`src/rtl/uart_tx_fifo.sv`:
```
// uart_tx_fifo: byte FIFO plus 8N1 serialiser for the j1 byte-output port.
// The CPU cannot be stalled, so a strobe that finds the FIFO full is dropped
// and latched in the sticky overflow flag.
//
// state | meaning
// IDLE  | line high, waiting for a buffered byte
// START | start bit (tx low)
// DATA  | eight data bits, LSB first
// STOP  | stop bit (tx high); pops the next byte straight into START
module uart_tx_fifo #(
  parameter int CLKS_PER_BIT = 434,
  parameter int FIFO_AW      = 4
) (
  input  logic       clk,
  input  logic       resetq,
  input  logic [7:0] d_in,
  input  logic       d_in_start,
  input  logic       overflow_clr,
  output logic       tx,
  output logic       busy,
  output logic       fifo_full,
  output logic       overflow
);

  localparam int DEPTH = 2 ** FIFO_AW;
  localparam int CW    = FIFO_AW + 1;
  localparam int BW    = $clog2(CLKS_PER_BIT);
  localparam logic [CW-1:0] COUNT_FULL = CW'(DEPTH);
  localparam logic [BW-1:0] BAUD_LAST  = BW'(CLKS_PER_BIT - 1);

  typedef enum logic [1:0] {IDLE, START, DATA, STOP} state_t;

  state_t             state;
  logic [7:0]         mem [DEPTH];
  logic [FIFO_AW-1:0] wr_ptr;
  logic [FIFO_AW-1:0] rd_ptr;
  logic [CW-1:0]      count;
  logic [CW-1:0]      count_nxt;
  logic [BW-1:0]      baud;
  logic [2:0]         bit_idx;
  logic [7:0]         shift;
  logic               fifo_empty;
  logic               baud_done;
  logic               frame_slot;
  logic               pop;
  logic               push;
  logic               going_idle;

  // FIFO handshake: a pop on the same edge frees the slot a full-FIFO push needs
  always_comb begin
    fifo_empty = (count == '0);
    baud_done  = (baud == BAUD_LAST);
    frame_slot = (state == IDLE) || ((state == STOP) && baud_done);
    pop        = frame_slot && !fifo_empty;
    going_idle = frame_slot && fifo_empty;
    push       = d_in_start && ((count != COUNT_FULL) || pop);
    count_nxt  = count + CW'(push) - CW'(pop);
  end

  // FIFO storage; contents need no reset since count gates every read
  always_ff @(posedge clk) begin
    if (push) mem[wr_ptr] <= d_in;
  end

  // FIFO pointers, count, status flags derived from post-edge state
  always_ff @(posedge clk or negedge resetq) begin
    if (!resetq) begin
      wr_ptr    <= '0;
      rd_ptr    <= '0;
      count     <= '0;
      busy      <= 1'b0;
      fifo_full <= 1'b0;
      overflow  <= 1'b0;
    end else begin
      if (push) wr_ptr <= wr_ptr + FIFO_AW'(1);
      if (pop)  rd_ptr <= rd_ptr + FIFO_AW'(1);
      count     <= count_nxt;
      busy      <= !going_idle || (count_nxt != '0);
      fifo_full <= (count_nxt == COUNT_FULL);
      if (d_in_start && !push) overflow <= 1'b1;
      else if (overflow_clr)   overflow <= 1'b0;
    end
  end

  // Serialiser FSM; tx is registered so it changes on the edge that enters a bit
  always_ff @(posedge clk or negedge resetq) begin
    if (!resetq) begin
      state   <= IDLE;
      tx      <= 1'b1;
      baud    <= '0;
      bit_idx <= '0;
      shift   <= '0;
    end else begin
      case (state)
        IDLE: begin
          tx <= 1'b1;
          if (pop) begin
            shift <= mem[rd_ptr];
            baud  <= '0;
            tx    <= 1'b0;
            state <= START;
          end
        end
        START: begin
          if (baud_done) begin
            baud    <= '0;
            bit_idx <= '0;
            tx      <= shift[0];
            state   <= DATA;
          end else begin
            baud <= baud + BW'(1);
          end
        end
        DATA: begin
          if (baud_done) begin
            baud <= '0;
            if (bit_idx == 3'd7) begin
              tx    <= 1'b1;
              state <= STOP;
            end else begin
              bit_idx <= bit_idx + 3'd1;
              shift   <= {1'b0, shift[7:1]};
              tx      <= shift[1];
            end
          end else begin
            baud <= baud + BW'(1);
          end
        end
        STOP: begin
          if (baud_done) begin
            baud <= '0;
            if (pop) begin
              shift <= mem[rd_ptr];
              tx    <= 1'b0;
              state <= START;
            end else begin
              tx    <= 1'b1;
              state <= IDLE;
            end
          end else begin
            baud <= baud + BW'(1);
          end
        end
        default: begin
          tx    <= 1'b1;
          baud  <= '0;
          state <= IDLE;
        end
      endcase
    end
  end

endmodule

```
`config.mk`:
```
export PLATFORM = sky130hd
export DESIGN_NAME = uart_tx_fifo
export DESIGN_NICKNAME = d
export VERILOG_FILES = /design/src/rtl/uart_tx_fifo.sv
export SDC_FILE = /design/constraint.sdc
export NUM_CORES = 1
export LEC_CHECK = 0
export ABC_AREA = 1
export ABC_CLOCK_PERIOD_IN_PS = 3900
export BUFFER_PORTS_ARGS = -buffer_cell sky130_fd_sc_hd__buf_2
export CORE_ASPECT_RATIO = 0.8
export CORE_MARGIN = 5
export CORE_UTILIZATION = 25
export DETAILED_ROUTE_END_ITERATION = 16
export GPL_TIMING_DRIVEN = 1
export PLACE_DENSITY_LB_ADDON = 0.25
export REMOVE_ABC_BUFFERS = 1
export SLEW_MARGIN = 40
export SYNTH_ARGS = -nofsm -noshare
export SYNTH_HDL_FRONTEND = slang
export SYNTH_SLANG_ARGS = --single-unit
```
`constraint.sdc`:
```
create_clock -name clk -period 3.9 [get_ports clk]
set_input_delay 0.39 -clock clk [delete_from_list [all_inputs] [get_ports clk]]
set_output_delay 0.39 -clock clk [all_outputs]
set_load 0.01 [all_outputs]
```
==> impl_metrics.sql, run 1 <==
INSERT INTO impl_metrics (metric_group, metric, value, unit) VALUES
('pwr', 'power.density', '521.7', 'nW/um2'),
('synthesis', 'synth_largest_area_cell', 'sky130_fd_sc_hd__edfxtp_1', ''),
('setup_path', 'worst-endpoint-arrival', '3.44', 'ns'),
('synthesis', 'main_combinational_cell_family_by_area_after_synthesis', 'simple AND/OR/NAND/NOR gates', ''),
('sta', 'slew-limit-headroom', '57.72', '%'),
('setup_path', 'start_kind', 'register', ''),
('pwr', 'leakagePower', '3.422', 'nW'),
('placed_design', 'portBuffers', '15', ''),
('setup_path', 'regToRegStartpoint', 'state[0]$_DFFE_PN0P_', ''),
('layout', 'area_of_the_multi_input_gates', '2268', 'um2'),
('synthesis', 'netlist-cell-type-count', '41', ''),
('sta', 'tightestPinTransition', '0.6294', 'ns'),
('worst_hold_path', 'hold-path-cell-count', '2', ''),
('worst_hold_path', 'worst_hold_path_type', 'in -> reg', ''),
('pwr', 'power.ir.vdd_worst', '268.4', 'uV'),
('clocking', 'clk_latency', '0.43', 'ns'),
('setup_path', 'setup.worst_path.class', 'reg -> reg', ''),
('floorplanning', 'dieHeight', '164.2', 'um'),
('clocking', 'worst_setup_hold_path_clk_slew', '0.07', 'ns'),
('clocking', 'cts_sinks', '167', ''),
('clocking', 'ctsHtreeMaxLevel', '4', ''),
('route', 'post-route-drc-count', '0', ''),
('sta', 'setup-tns-final', '0', 'ns'),
('layout', 'layout-area-overhead-vs-synth', '16.96', '%'),
('floorplanning', 'floorplan.core_area', '29360', 'um2'),
('layout', 'final_layout_size_suffix_gt1_share', '12.86', '%'),
('clocking', 'cts_buffers', '17', ''),
('setup_path', 'worstSetupEndpointType', 'register', ''),
('setup_path', 'timing.critical_path.slowest_cell_delay', '0.44', 'ns'),
('pwr', 'power_report.internal_total', '0.003239', 'W'),
('worst_hold_path', 'min_delay_worst_endpoint', 'overflow$_DFFE_PN0P_', ''),
('sta', 'grt_setup_unrepaired', 'false', ''),
('pwr', 'swShare', '28.60', '%'),
('status', 'run_status', 'complete, no violations', ''),
('synthesis', 'synth_commonest_cells', '128 x sky130_fd_sc_hd__edfxtp_1, 109 x sky130_fd_sc_hd__nand2_1, 100 x sky130_fd_sc_hd__nor2_1', ''),
('route', 'post_drt_wl_per_cell', '15.63', 'um'),
('synthesis', 'ys_async_rst_share', '23.35', '%'),
('synthesis', 'synth_compound_gate_area_share', '7.287', '%'),
('setup_path', 'critical_path.reg2reg.endpoint', 'busy$_DFF_PN0_', ''),
('grt', 'globalRouteOverflowTotal', '0', ''),
('grt', 'first_global_vias', '4718', ''),
('floorplanning', 'num_io_pins', '16', ''),
('floorplanning', 'die_w', '202.8', 'um'),
('route', 'routed_wirelength', '17.19', 'mm'),
('sta', 'fmax', '319.4', 'MHz'),
('route', 'first_iter_violations', '316', ''),
('layout', 'design.final.nets', '743', ''),
('sta', 'hold_viol_final', '0', ''),
('placed_design', 'hpwl', '10.93', 'mm'),
('clocking', 'longest_clk_path_bufs', '2', ''),
('synthesis', 'number_of_synthesized_flops_with_an_enable_pin', '128', ''),
('clocking', 'cts-resized-gates', '0', ''),
('floorplanning', 'start_util', '25.32', '%'),
('floorplanning', 'dieArea', '33310', 'um2'),
('clocking', 'postCtsSetupBuffers', '0', ''),
('synthesis', 'post_synth_and_or_nand_nor_area_fraction', '17.96', '%'),
('synthesis', 'postSynthRegisterBits', '167', ''),
('clocking', 'tritoncts', 'built', ''),
('route', 'postRouteAntennaNets', '0', ''),
('grt', 'grt_start_max_net_pins', '51', ''),
('placed_design', 'gpl.final_weighted_congestion', '0.7651', ''),
('setup_path', 'critPathBufInv', '3', ''),
('setup_path', 'crit_path_top_delay_cell', 'sky130_fd_sc_hd__dfrtp_1', ''),
('sta', 'layout_worst_path_cycle_share', '80.27', '%'),
('setup_path', 'worst-endpoint-required', '4.21', 'ns'),
('pwr', 'power.share.combinational', '13.2', '%'),
('setup_path', 'reg2regPathDepth', '16', ''),
('clocking', 'ctsRootBufferMaster', 'sky130_fd_sc_hd__clkbuf_16', ''),
('sta', 'final_max_slew_viol_count', '0', ''),
('setup_path', 'worst-path-max-fanout', '19', ''),
('placed_design', 'place_ws', '0.7433', 'ns');
[layout make-up]
| cell class | count | share of cell area (%) |
|---|---|---|
| Clock buffer | 17 | 4.892 |
| Clock inverter | 15 | 2.647 |
| Multi-Input combinational cell | 431 | 26.09 |
| Sequential cell | 167 | 55.45 |
| Timing Repair Buffer | 39 | 3.137 |
| Inverter | 54 | 2.360 |
| Tap cell | 377 | 5.424 |
[power by group through the flow]
stage               combinational (W)  clock [W]  sequential (W)
floorplan                    0.000388          0         0.00219
global placement             0.000605          0         0.00220
detailed placement           0.000605          0         0.00220
CTS                          0.000609    0.00182         0.00216
global route                 0.000684    0.00190         0.00218
finish                       0.000599    0.00178         0.00216
[routing by layer]
layer  vias up  GRT usage (%)  share of wire, %
met3         6          2.250               3.0
met5         -              0                 0
li1       2391              -                 -
met1      2319          14.99                50
met2        58          17.42                46
met4         0          2.313              0.63
[how the worst max path moves through the flow]
stage / from / end / cells past startpoint / slack, ns
after floorplan: rd_ptr[0]$_DFFE_PN0N_ / shift[6]$_DFFE_PN0P_ / 7 / 0.76
after global placement: state[0]$_DFFE_PN0P_ / busy$_DFF_PN0_ / 16 / 0.82
after detailed placement: state[0]$_DFFE_PN0P_ / busy$_DFF_PN0_ / 16 / 0.74
after CTS: state[0]$_DFFE_PN0P_ / busy$_DFF_PN0_ / 16 / 0.73
after global routing: state[0]$_DFFE_PN0P_ / busy$_DFF_PN0_ / 16 / 0.51
final: state[0]$_DFFE_PN0P_ / busy$_DFF_PN0_ / 16 / 0.77
[logic make-up after synthesis]
logic type | Yosys count
fa+ha+maj | 21
compound gates | 95
xor+xnor | 12
buf+inv | 82
mux | 1
simple gates | 302
flops | 167
[timing repair]
action | in CTS | in global routing
hold buffers | 1 | 0
setup endpoints to repair | 0 | 0
endpoints found under the hold margin | 38 | 0
[worst register-to-register path, cell delays in order, from the launching register on]
cell and delay [ns]:
sky130_fd_sc_hd__dfrtp_1 0.44, sky130_fd_sc_hd__inv_1 0.11, sky130_fd_sc_hd__ha_1 0.22, sky130_fd_sc_hd__inv_1 0.18, sky130_fd_sc_hd__nand2_1 0.16, sky130_fd_sc_hd__nand2_2 0.11, sky130_fd_sc_hd__nand3_2 0.09, sky130_fd_sc_hd__nand2_4 0.22
sky130_fd_sc_hd__inv_2 0.10, sky130_fd_sc_hd__nand2_1 0.07, sky130_fd_sc_hd__nand2_1 0.05, sky130_fd_sc_hd__ha_1 0.21, sky130_fd_sc_hd__fa_1 0.41, sky130_fd_sc_hd__xor2_1 0.16, sky130_fd_sc_hd__or3_1 0.33, sky130_fd_sc_hd__nor2_1 0.10
sky130_fd_sc_hd__nand3_1 0.07
[state kept, by name, summed over array words and instances, names as in the netlist]
| name | cells |
|---|---|
| tx | 1 |
| state | 2 |
| bit_idx | 3 |
| rd_ptr | 4 |
| count | 5 |
| fifo_full | 1 |
| mem | 128 |
| baud | 9 |
| overflow | 1 |
| busy | 1 |
| shift | 8 |
| wr_ptr | 4 |
[layout by cell type, fill, tap and decap left out, drive strengths merged]
cell type,n
dlygate4sd3,1
a211oi,1
a22o,2
o211ai,15
ha,20
o22ai,4
mux2i,1
a21oi,13
buf,38
nor3,19
nand3,60
clkbuf,17
dfrtp,38
o21bai,1
o31ai,1
nor3b,1
fa,1
nand2,116
edfxtp,128
xor2,12
o21ai,57
bufinv,1
nand4,1
inv,55
nor2,104
or3,1
clkinv,13
dfstp,1
a31oi,1
[per-stage QoR]
step                utilization, %  total power [W]  hold slack [ns]  instances  instance area [um2]
global route                 29.62         0.004762           0.1534       1100                 8696
floorplan                        -         0.002581          0.09441        652                 7286
finish                       29.62         0.004536           0.1754       1100                 8696
global placement             27.25         0.002805           0.4651       1066                 7999
CTS                          29.62         0.004595           0.1609       1100                 8696
detailed placement           27.35         0.002805           0.4102       1067                 8030
No activity file was read; power rests on OpenSTA's default activity.
==> inputs of run 2 (changes only) <==
--- a/config.mk
+++ b/config.mk
@@ -6,7 +6,7 @@
 export NUM_CORES = 1
 export LEC_CHECK = 0
 export ABC_AREA = 1
-export ABC_CLOCK_PERIOD_IN_PS = 3900
+export ABC_CLOCK_PERIOD_IN_PS = 2800
 export BUFFER_PORTS_ARGS = -buffer_cell sky130_fd_sc_hd__buf_2
 export CORE_ASPECT_RATIO = 0.8
 export CORE_MARGIN = 5
==> constraint.sdc (replaced) <==
create_clock -name clk -period 2.8 [get_ports clk]
set_input_delay 0.28 -clock clk [delete_from_list [all_inputs] [get_ports clk]]
set_output_delay 0.28 -clock clk [all_outputs]
set_load 0.01 [all_outputs]
==> run 2 against run 1 <==
Non-clock buffer count rose by 19. Worst setup slack lost 0.66 ns. Register-to-register slack got worse by 0.66 ns. Critical path type unchanged. Largest cell class unchanged. Largest power group unchanged.
==> impl_metrics.sql, run 2 (same netlist as run 1, synthesis figures left out) <==
INSERT INTO impl_metrics (metric_group, metric, value, unit) VALUES
('status', 'run_status', 'complete, no violations', ''),
('route', 'post-route-drc-count', '0', ''),
('setup_path', 'reg2reg_slack', '0.11', 'ns'),
('placed_design', 'hpwl', '11.03', 'mm'),
('setup_path', 'setup.worst_path.class', 'reg -> reg', ''),
('layout', 'design.final.nets', '762', ''),
('sta', 'layout_worst_path_cycle_share', '95.92', '%'),
('floorplanning', 'num_io_pins', '16', ''),
('pwr', 'power.density', '687.7', 'nW/um2'),
('grt', 'grt_start_max_net_pins', '33', ''),
('layout', 'layout-area-overhead-vs-synth', '17.35', '%'),
('floorplanning', 'dieHeight', '164.2', 'um'),
('floorplanning', 'die_w', '202.8', 'um'),
('layout', 'area_of_the_multi_input_gates', '2285', 'um2'),
('layout', 'largest_register_ff_count', '128', ''),
('setup_path', 'regToRegStartpoint', 'baud[1]$_DFFE_PN0N_', ''),
('setup_path', 'worst-endpoint-required', '3.09', 'ns'),
('floorplanning', 'start_util', '25.32', '%'),
('layout', 'sequential_cell_area', '4822', 'um2'),
('grt', 'met1_grt_util', '15.23', '%'),
('layout', 'largestRegisters', 'mem x128, baud x9, shift x8', ''),
('sta', 'hold_viol_final', '0', ''),
('sta', 'tightestPinTransition', '0.7032', 'ns'),
('sta', 'clock-skew-final', '0.009935', 'ns'),
('floorplanning', 'dieArea', '33310', 'um2'),
('grt', 'grt_util_all_layers', '10.80', '%'),
('sta', 'final_max_slew_viol_count', '0', ''),
('route', 'vias', '4767', ''),
('placed_design', 'portBuffers', '15', ''),
('grt', 'first_global_vias', '4672', ''),
('sta', 'setup_viol', '0', ''),
('layout', 'layout_commonest_cell', 'sky130_fd_sc_hd__edfxtp_1', ''),
('clocking', 'worst_setup_hold_path_clk_slew', '0.06', 'ns'),
('grt', 'grt_first_pass_wirelength', '27.41', 'mm'),
('setup_path', 'worstSetupEndpointType', 'register', ''),
('floorplanning', 'rows', '56', ''),
('setup_path', 'timing.critical_path.from', 'baud[1]$_DFFE_PN0N_', ''),
('route', 'routed_wirelength', '17.21', 'mm'),
('grt', 'antenna_found_initial', '0', ''),
('grt', 'global_route.usage.met3', '2.250', '%'),
('layout', 'registers.top_by_ff_count', 'mem', ''),
('setup_path', 'worst-path-max-fanout', '6', ''),
('route', 'post_drt_wl_per_cell', '15.39', 'um'),
('pwr', 'power.ir.vdd_worst', '425.6', 'uV'),
('clocking', 'cts_sinks', '167', ''),
('sta', 'slew-limit-headroom', '53.12', '%'),
('sta', 'fmax', '372.3', 'MHz'),
('clocking', 'ctsRootBufferMaster', 'sky130_fd_sc_hd__clkbuf_16', ''),
('route', 'drt-vias-per-instance', '4.264', ''),
('layout', 'most_used_cells_in_the_layout_excluding_fill_and_tap_cells', '128 x sky130_fd_sc_hd__edfxtp_1, 108 x sky130_fd_sc_hd__nand2_1, 99 x sky130_fd_sc_hd__nor2_1, 58 x sky130_fd_sc_hd__nand3_1, 51 x sky130_fd_sc_hd__o21ai_0', ''),
('clocking', 'clk_latency', '0.43', 'ns'),
('grt', 'groute.layer.met2.usage', '16.96', '%'),
('grt', 'top_usage_layer', 'met2', ''),
('clocking', 'ctsHtreeMaxLevel', '4', ''),
('sta', 'period_minus_slack', '2.686', 'ns'),
('route', 'drt_pre_antenna_iters', '4', ''),
('grt', 'globalRouteOverflowTotal', '0', ''),
('layout', 'insertedDiodeCount', '0', ''),
('clocking', 'tritoncts', 'built', ''),
('clocking', 'longest_clk_path_bufs', '2', ''),
('pwr', 'leakagePower', '3.449', 'nW'),
('worst_hold_path', 'worst_hold_path_type', 'in -> reg', ''),
('floorplanning', 'floorplan.core_area', '29360', 'um2'),
('pwr', 'post-layout-total-power', '0.006000', 'W'),
('setup_path', 'reg2regPathDepth', '17', ''),
('route', 'first_iter_violations', '330', ''),
('setup_path', 'worst-endpoint-arrival', '2.98', 'ns'),
('route', 'postRouteAntennaNets', '0', ''),
('layout', 'layout.filler_cells', '2982', ''),
('layout', 'final_layout_size_suffix_gt1_share', '15.79', '%'),
('placed_design', 'gpl.final_weighted_congestion', '0.7426', ''),
('setup_path', 'start_kind', 'register', ''),
('setup_path', 'endpoint', 'busy$_DFF_PN0_', ''),
('setup_path', 'critical_path.reg2reg.endpoint', 'busy$_DFF_PN0_', ''),
('clocking', 'cts_buffers', '17', ''),
('run', 'cap_violations', '0', ''),
('sta', 'setup-tns-final', '0', 'ns');
[run 2: cell count changes in the layout (fill, tap and decap cells not counted), sizes merged]
cell      previous run  this run
clkinvlp             0         4
clkinv              13         9
bufinv               1         0
buf                 38        57
[run 2: how the worst min path moves through the flow]
stage / start / end / slack (ns) / depth (start not counted)
after floorplan: resetq / baud[0]$_DFFE_PN0N_ / -0.02 / 0
after global placement: resetq / baud[6]$_DFFE_PN0N_ / 0.38 / 1
after detailed placement: resetq / baud[6]$_DFFE_PN0N_ / 0.38 / 1
after CTS: overflow_clr / overflow$_DFFE_PN0P_ / 0.05 / 2
after global routing: overflow_clr / overflow$_DFFE_PN0P_ / 0.07 / 2
final: overflow_clr / overflow$_DFFE_PN0P_ / 0.06 / 2
[run 2: metal layers]
layer / vias up / part of all wire (%)
met3: 11 / 2.5
met2: 42 / 46
li1: 2423 / -
met4: 0 / 1.2
met1: 2291 / 50
met5: - / 0
[run 2: layout make-up]
class	count	area share (%)
clock inverters	14	1.176
multi-input cells	431	26.19
well taps	377	5.407
clock buffers	17	4.876
repair buffers	58	4.733
flip-flops and latches	167	55.27
inverters	54	2.352
[run 2: timing repair]
action | CTS | global route
endpoints found under the setup margin | 0 | 3
resized for setup | 0 | 8
setup buffers | 0 | 4
endpoints found under the hold margin | 26 | 0
hold buffers | 1 | 0
[run 2: metrics by stage]
step | setup slack [ns] | util (%) | hold WS [ns] | cell area (um2) | instances
finish | 0.1143 | 29.72 | 0.06172 | 8725 | 1118
global route | -0.02136 | 29.72 | 0.06846 | 8725 | 1118
CTS | 0.05053 | 29.53 | 0.04885 | 8670 | 1114
detailed placement | 0.05552 | 27.70 | 0.3750 | 8132 | 1082
global placement | 0.1054 | 27.70 | 0.3807 | 8132 | 1082
floorplan | -0.3407 | - | -0.01559 | 7286 | 652
[run 2: worst max-delay path, cell delays in order, from the launching register on]
cell	delay (ns)
sky130_fd_sc_hd__dfrtp_1	0.38
sky130_fd_sc_hd__inv_1	0.07
sky130_fd_sc_hd__ha_1	0.16
sky130_fd_sc_hd__nand2_2	0.07
sky130_fd_sc_hd__nor2_4	0.12
sky130_fd_sc_hd__nand2_4	0.09
sky130_fd_sc_hd__nand2_8	0.09
sky130_fd_sc_hd__nand2_2	0.07
sky130_fd_sc_hd__nand3_4	0.08
sky130_fd_sc_hd__nand2_4	0.06
sky130_fd_sc_hd__inv_4	0.07
sky130_fd_sc_hd__nand2_1	0.05
sky130_fd_sc_hd__nand2_1	0.06
sky130_fd_sc_hd__ha_2	0.18
sky130_fd_sc_hd__fa_2	0.44
sky130_fd_sc_hd__or3_4	0.40
sky130_fd_sc_hd__nor2_1	0.09
sky130_fd_sc_hd__nand3_1	0.08
[run 2: power by group]
group	total, W	internal (W)	switching [W]
logic	0.000851	0.000295	0.000556
clock network	0.00213	0.00113	0.000997
registers	0.00302	0.00293	0.0000908
==> inputs of run 3 (changes only) <==
--- a/config.mk
+++ b/config.mk
@@ -10,12 +10,11 @@
 export BUFFER_PORTS_ARGS = -buffer_cell sky130_fd_sc_hd__buf_2
 export CORE_ASPECT_RATIO = 0.8
 export CORE_MARGIN = 5
-export CORE_UTILIZATION = 25
+export CORE_UTILIZATION = 45
 export DETAILED_ROUTE_END_ITERATION = 16
 export GPL_TIMING_DRIVEN = 1
 export PLACE_DENSITY_LB_ADDON = 0.25
 export REMOVE_ABC_BUFFERS = 1
-export SLEW_MARGIN = 40
 export SYNTH_ARGS = -nofsm -noshare
 export SYNTH_HDL_FRONTEND = slang
 export SYNTH_SLANG_ARGS = --single-unit
==> run 3 against run 2 <==
The run now ends with negative hold slack left. Routed wire length decreased by 6.9%. Register-to-register slack barely moved. Total power grew 5.9%. Clock skew down 0.0037 ns. Global-route usage up 6.5 points. Clock power up 14%. Largest cell class unchanged. Largest power group unchanged. Combinational power up 6.5%. Sequential share of layout area increased by 0.64 points. Final cell count shrank 14%. Flip-flop and latch count did not move. Worst setup slack got worse by 0.0061 ns. First-iteration DRC count increased by 11%.
==> impl_metrics.sql, run 3 (same netlist as run 1, synthesis figures left out) <==
INSERT INTO impl_metrics (metric_group, metric, value, unit) VALUES
('setup_path', 'worst-endpoint-required', '3.10', 'ns'),
('clocking', 'longest_clk_path_bufs', '2', ''),
('clocking', 'clk_latency', '0.42', 'ns'),
('route', 'postRouteAntennaNets', '0', ''),
('sta', 'fmax', '371.5', 'MHz'),
('clocking', 'tritoncts', 'built', ''),
('grt', 'antenna_found_initial', '1', ''),
('floorplanning', 'start_util', '45.34', '%'),
('placed_design', 'place_ws', '-0.07941', 'ns'),
('grt', 'globalRouteOverflowTotal', '0', ''),
('route', 'met2WireLength', '7.499', 'mm'),
('grt', 'grt_start_max_net_pins', '40', ''),
('layout', 'largest_register_ff_count', '128', ''),
('layout', 'design.final.nets', '760', ''),
('sta', 'setup_viol', '0', ''),
('clocking', 'ctsHtreeMaxLevel', '4', ''),
('layout', 'registers.top_by_ff_count', 'mem', ''),
('layout', 'largestRegisters', 'mem x128, baud x9, shift x8', ''),
('placed_design', 'hpwl', '10.63', 'mm'),
('clocking', 'worst_setup_hold_path_clk_slew', '0.06', 'ns'),
('placed_design', 'portBuffers', '15', ''),
('pwr', 'net-switching-power', '0.001689', 'W'),
('route', 'first_iter_violations', '367', ''),
('pwr', 'power_frac_clock', '38.2', '%'),
('sta', 'period_minus_slack', '2.692', 'ns'),
('layout', 'layout-area-overhead-vs-synth', '16.00', '%'),
('sta', 'final_max_slew_viol_count', '0', ''),
('floorplanning', 'rows', '42', ''),
('setup_path', 'regToRegStartpoint', 'baud[1]$_DFFE_PN0N_', ''),
('route', 'drt-vias-per-instance', '5.164', ''),
('grt', 'grt_first_pass_wirelength', '26.08', 'mm'),
('layout', 'layout_commonest_cell', 'sky130_fd_sc_hd__edfxtp_1', ''),
('floorplanning', 'num_io_pins', '16', ''),
('sta', 'setup-tns-final', '0', 'ns'),
('grt', 'first_global_vias', '4788', ''),
('floorplanning', 'dieArea', '19210', 'um2'),
('layout', 'layout.filler_cells', '1423', ''),
('sta', 'postLayoutSetupSlackWorst', '0.1082', 'ns'),
('route', 'met3RoutedLength', '752', 'um'),
('sta', 'finalHoldWorstSlack', '-0.01746', 'ns'),
('floorplanning', 'die_w', '153.7', 'um'),
('pwr', 'power.density', '737.1', 'nW/um2'),
('pwr', 'swShare', '26.56', '%'),
('route', 'drt_pre_antenna_iters', '5', ''),
('route', 'post-route-drc-count', '0', ''),
('pwr', 'power.sequential.fraction', '47.5', '%'),
('sta', 'clock-skew-final', '0.006216', 'ns'),
('worst_hold_path', 'worst_hold_path_type', 'in -> async', ''),
('sta', 'tightestPinTransition', '0.8969', 'ns'),
('clocking', 'ctsRootBufferMaster', 'sky130_fd_sc_hd__clkbuf_16', ''),
('route', 'routed_wirelength', '16.03', 'mm'),
('floorplanning', 'dieHeight', '125.0', 'um'),
('pwr', 'leakagePower', '3.509', 'nW'),
('layout', 'insertedDiodeCount', '0', ''),
('sta', 'layout_worst_path_cycle_share', '96.14', '%'),
('pwr', 'power_report.internal_total', '0.004668', 'W'),
('setup_path', 'timing.critical_path.from', 'baud[1]$_DFFE_PN0N_', ''),
('run', 'cap_violations', '0', ''),
('route', 'vias', '4957', ''),
('placed_design', 'place_inst', '921', ''),
('setup_path', 'worst-endpoint-arrival', '2.99', 'ns'),
('route', 'detail_route.wirelength.met1', '7.429', 'mm'),
('pwr', 'power.share.combinational', '14.3', '%'),
('sta', 'hold_viol_final', '31', ''),
('pwr', 'power.ir.vdd_worst', '441.4', 'uV'),
('setup_path', 'start_kind', 'register', ''),
('layout', 'most_used_cells_in_the_layout_excluding_fill_and_tap_cells', '128 x sky130_fd_sc_hd__edfxtp_1, 106 x sky130_fd_sc_hd__nand2_1, 98 x sky130_fd_sc_hd__nor2_1, 58 x sky130_fd_sc_hd__nand3_1, 51 x sky130_fd_sc_hd__o21ai_0', ''),
('route', 'post_drt_wl_per_cell', '16.70', 'um'),
('layout', 'final_layout_size_suffix_gt1_share', '16.76', '%'),
('clocking', 'cts_hold_buf', '0', ''),
('placed_design', 'gpl.final_weighted_congestion', '0.8281', ''),
('route', 'maxUsedRoutingLayer', 'met5', ''),
('clocking', 'cts_sinks', '167', ''),
('status', 'run_status', 'finished with violations', ''),
('layout', 'fin_cells', '960', ''),
('sta', 'slew-limit-headroom', '40.21', '%'),
('clocking', 'cts_buffers', '17', ''),
('setup_path', 'worst-path-max-fanout', '6', ''),
('floorplanning', 'floorplan.core_area', '16400', 'um2'),
('setup_path', 'setup.worst_path.class', 'reg -> reg', ''),
('setup_path', 'worstSetupEndpointType', 'register', ''),
('grt', 'grt_util_all_layers', '17.27', '%'),
('status', 'violated_checks', 'negative hold slack', '');
-- run 3: changes by cell type in the layout (fill, tap and decap cells not counted), moves of 2 or more --
cell | before | now
sky130_fd_sc_hd__inv_2 | 4 | 6
sky130_fd_sc_hd__inv_8 | 0 | 4
sky130_fd_sc_hd__clkinvlp_4 | 4 | 1
sky130_fd_sc_hd__inv_1 | 46 | 44
sky130_fd_sc_hd__inv_6 | 4 | 2
sky130_fd_sc_hd__bufinv_16 | 0 | 3
sky130_fd_sc_hd__nand2_4 | 3 | 5
sky130_fd_sc_hd__nand2_1 | 108 | 106
-- run 3: metrics by stage --
step | util, % | power (W) | hold WS [ns] | instance area (um2)
after floorplan | - | 0.003594 | -0.01559 | 7286
after global placement | 48.21 | 0.003857 | 0.4392 | 7905
after detailed placement | 48.21 | 0.003926 | 0.4636 | 7905
after CTS | 52.00 | 0.006344 | 0.007754 | 8526
after global routing | 52.60 | 0.006646 | 0.05558 | 8625
final | 52.60 | 0.006357 | -0.01746 | 8625
-- run 3: layout make-up --
cell class | instances | area [um2] | area share (%)
multi-input cells | 431 | 2308 | 26.77
inverters | 54 | 205.2 | 2.379
well taps | 220 | 275.3 | 3.192
clock buffers | 17 | 425.4 | 4.933
repair buffers | 56 | 395.4 | 4.584
flip-flops and latches | 167 | 4822 | 55.91
clock inverters | 15 | 192.7 | 2.234
-- run 3: path summary, 6_finish.rpt --
kind / endpoint / slack [ns] / depth (start not counted)
worst max register to register: busy$_DFF_PN0_ / 0.11 / 17
max in group asynchronous: rd_ptr[0]$_DFFE_PN0N_ / 2.19 / 1
worst max-delay path: busy$_DFF_PN0_ / 0.11 / 17
min in group clk: overflow$_DFFE_PN0P_ / 0.05 / 2
worst min-delay path: baud[4]$_DFFE_PN0N_ / -0.02 / 1
worst min register to register: shift[5]$_DFFE_PN0P_ / 0.49 / 2
-- run 3: repair_timing --
action / 4_1_cts / 5_1_grt
pin swaps: 0 / 7
resized for setup: 3 / 14
endpoints found under the setup margin: 3 / 3
buffers inserted: 0 / 7
endpoints found under the hold margin: 0 / 0
-- run 3: worst max-delay path, stage by stage (launching register included) --
cell,delay (ns)
sky130_fd_sc_hd__dfrtp_1,0.39
sky130_fd_sc_hd__inv_2,0.07
sky130_fd_sc_hd__ha_1,0.16
sky130_fd_sc_hd__nand2_2,0.07
sky130_fd_sc_hd__nor2_4,0.12
sky130_fd_sc_hd__nand2_4,0.09
sky130_fd_sc_hd__nand2_8,0.09
sky130_fd_sc_hd__nand2_4,0.05
sky130_fd_sc_hd__nand3_4,0.07
sky130_fd_sc_hd__nand2_4,0.06
sky130_fd_sc_hd__inv_4,0.07
sky130_fd_sc_hd__nand2_1,0.05
sky130_fd_sc_hd__nand2_1,0.06
sky130_fd_sc_hd__ha_2,0.20
sky130_fd_sc_hd__fa_2,0.46
sky130_fd_sc_hd__or3_4,0.41
sky130_fd_sc_hd__nor2_2,0.08
sky130_fd_sc_hd__nand3_1,0.07
-- run 3: routing by layer --
layer / track usage [%] / vias to the layer above
li1: - / 2422
met1: 24.77 / 2400
met2: 26.04 / 104
met3: 3.903 / 29
met4: 6.231 / 2
met5: 0 / -
-- run 3: power by group through the flow --
stage          registers [W]  clock network (W)  logic, W
2_1_floorplan        0.00305                  0  0.000540
3_3_place_gp         0.00306                  0  0.000797
3_5_place_dp         0.00307                  0  0.000859
4_1_cts              0.00302            0.00246  0.000863
5_1_grt              0.00304            0.00259   0.00101
6_report             0.00302            0.00243  0.000906
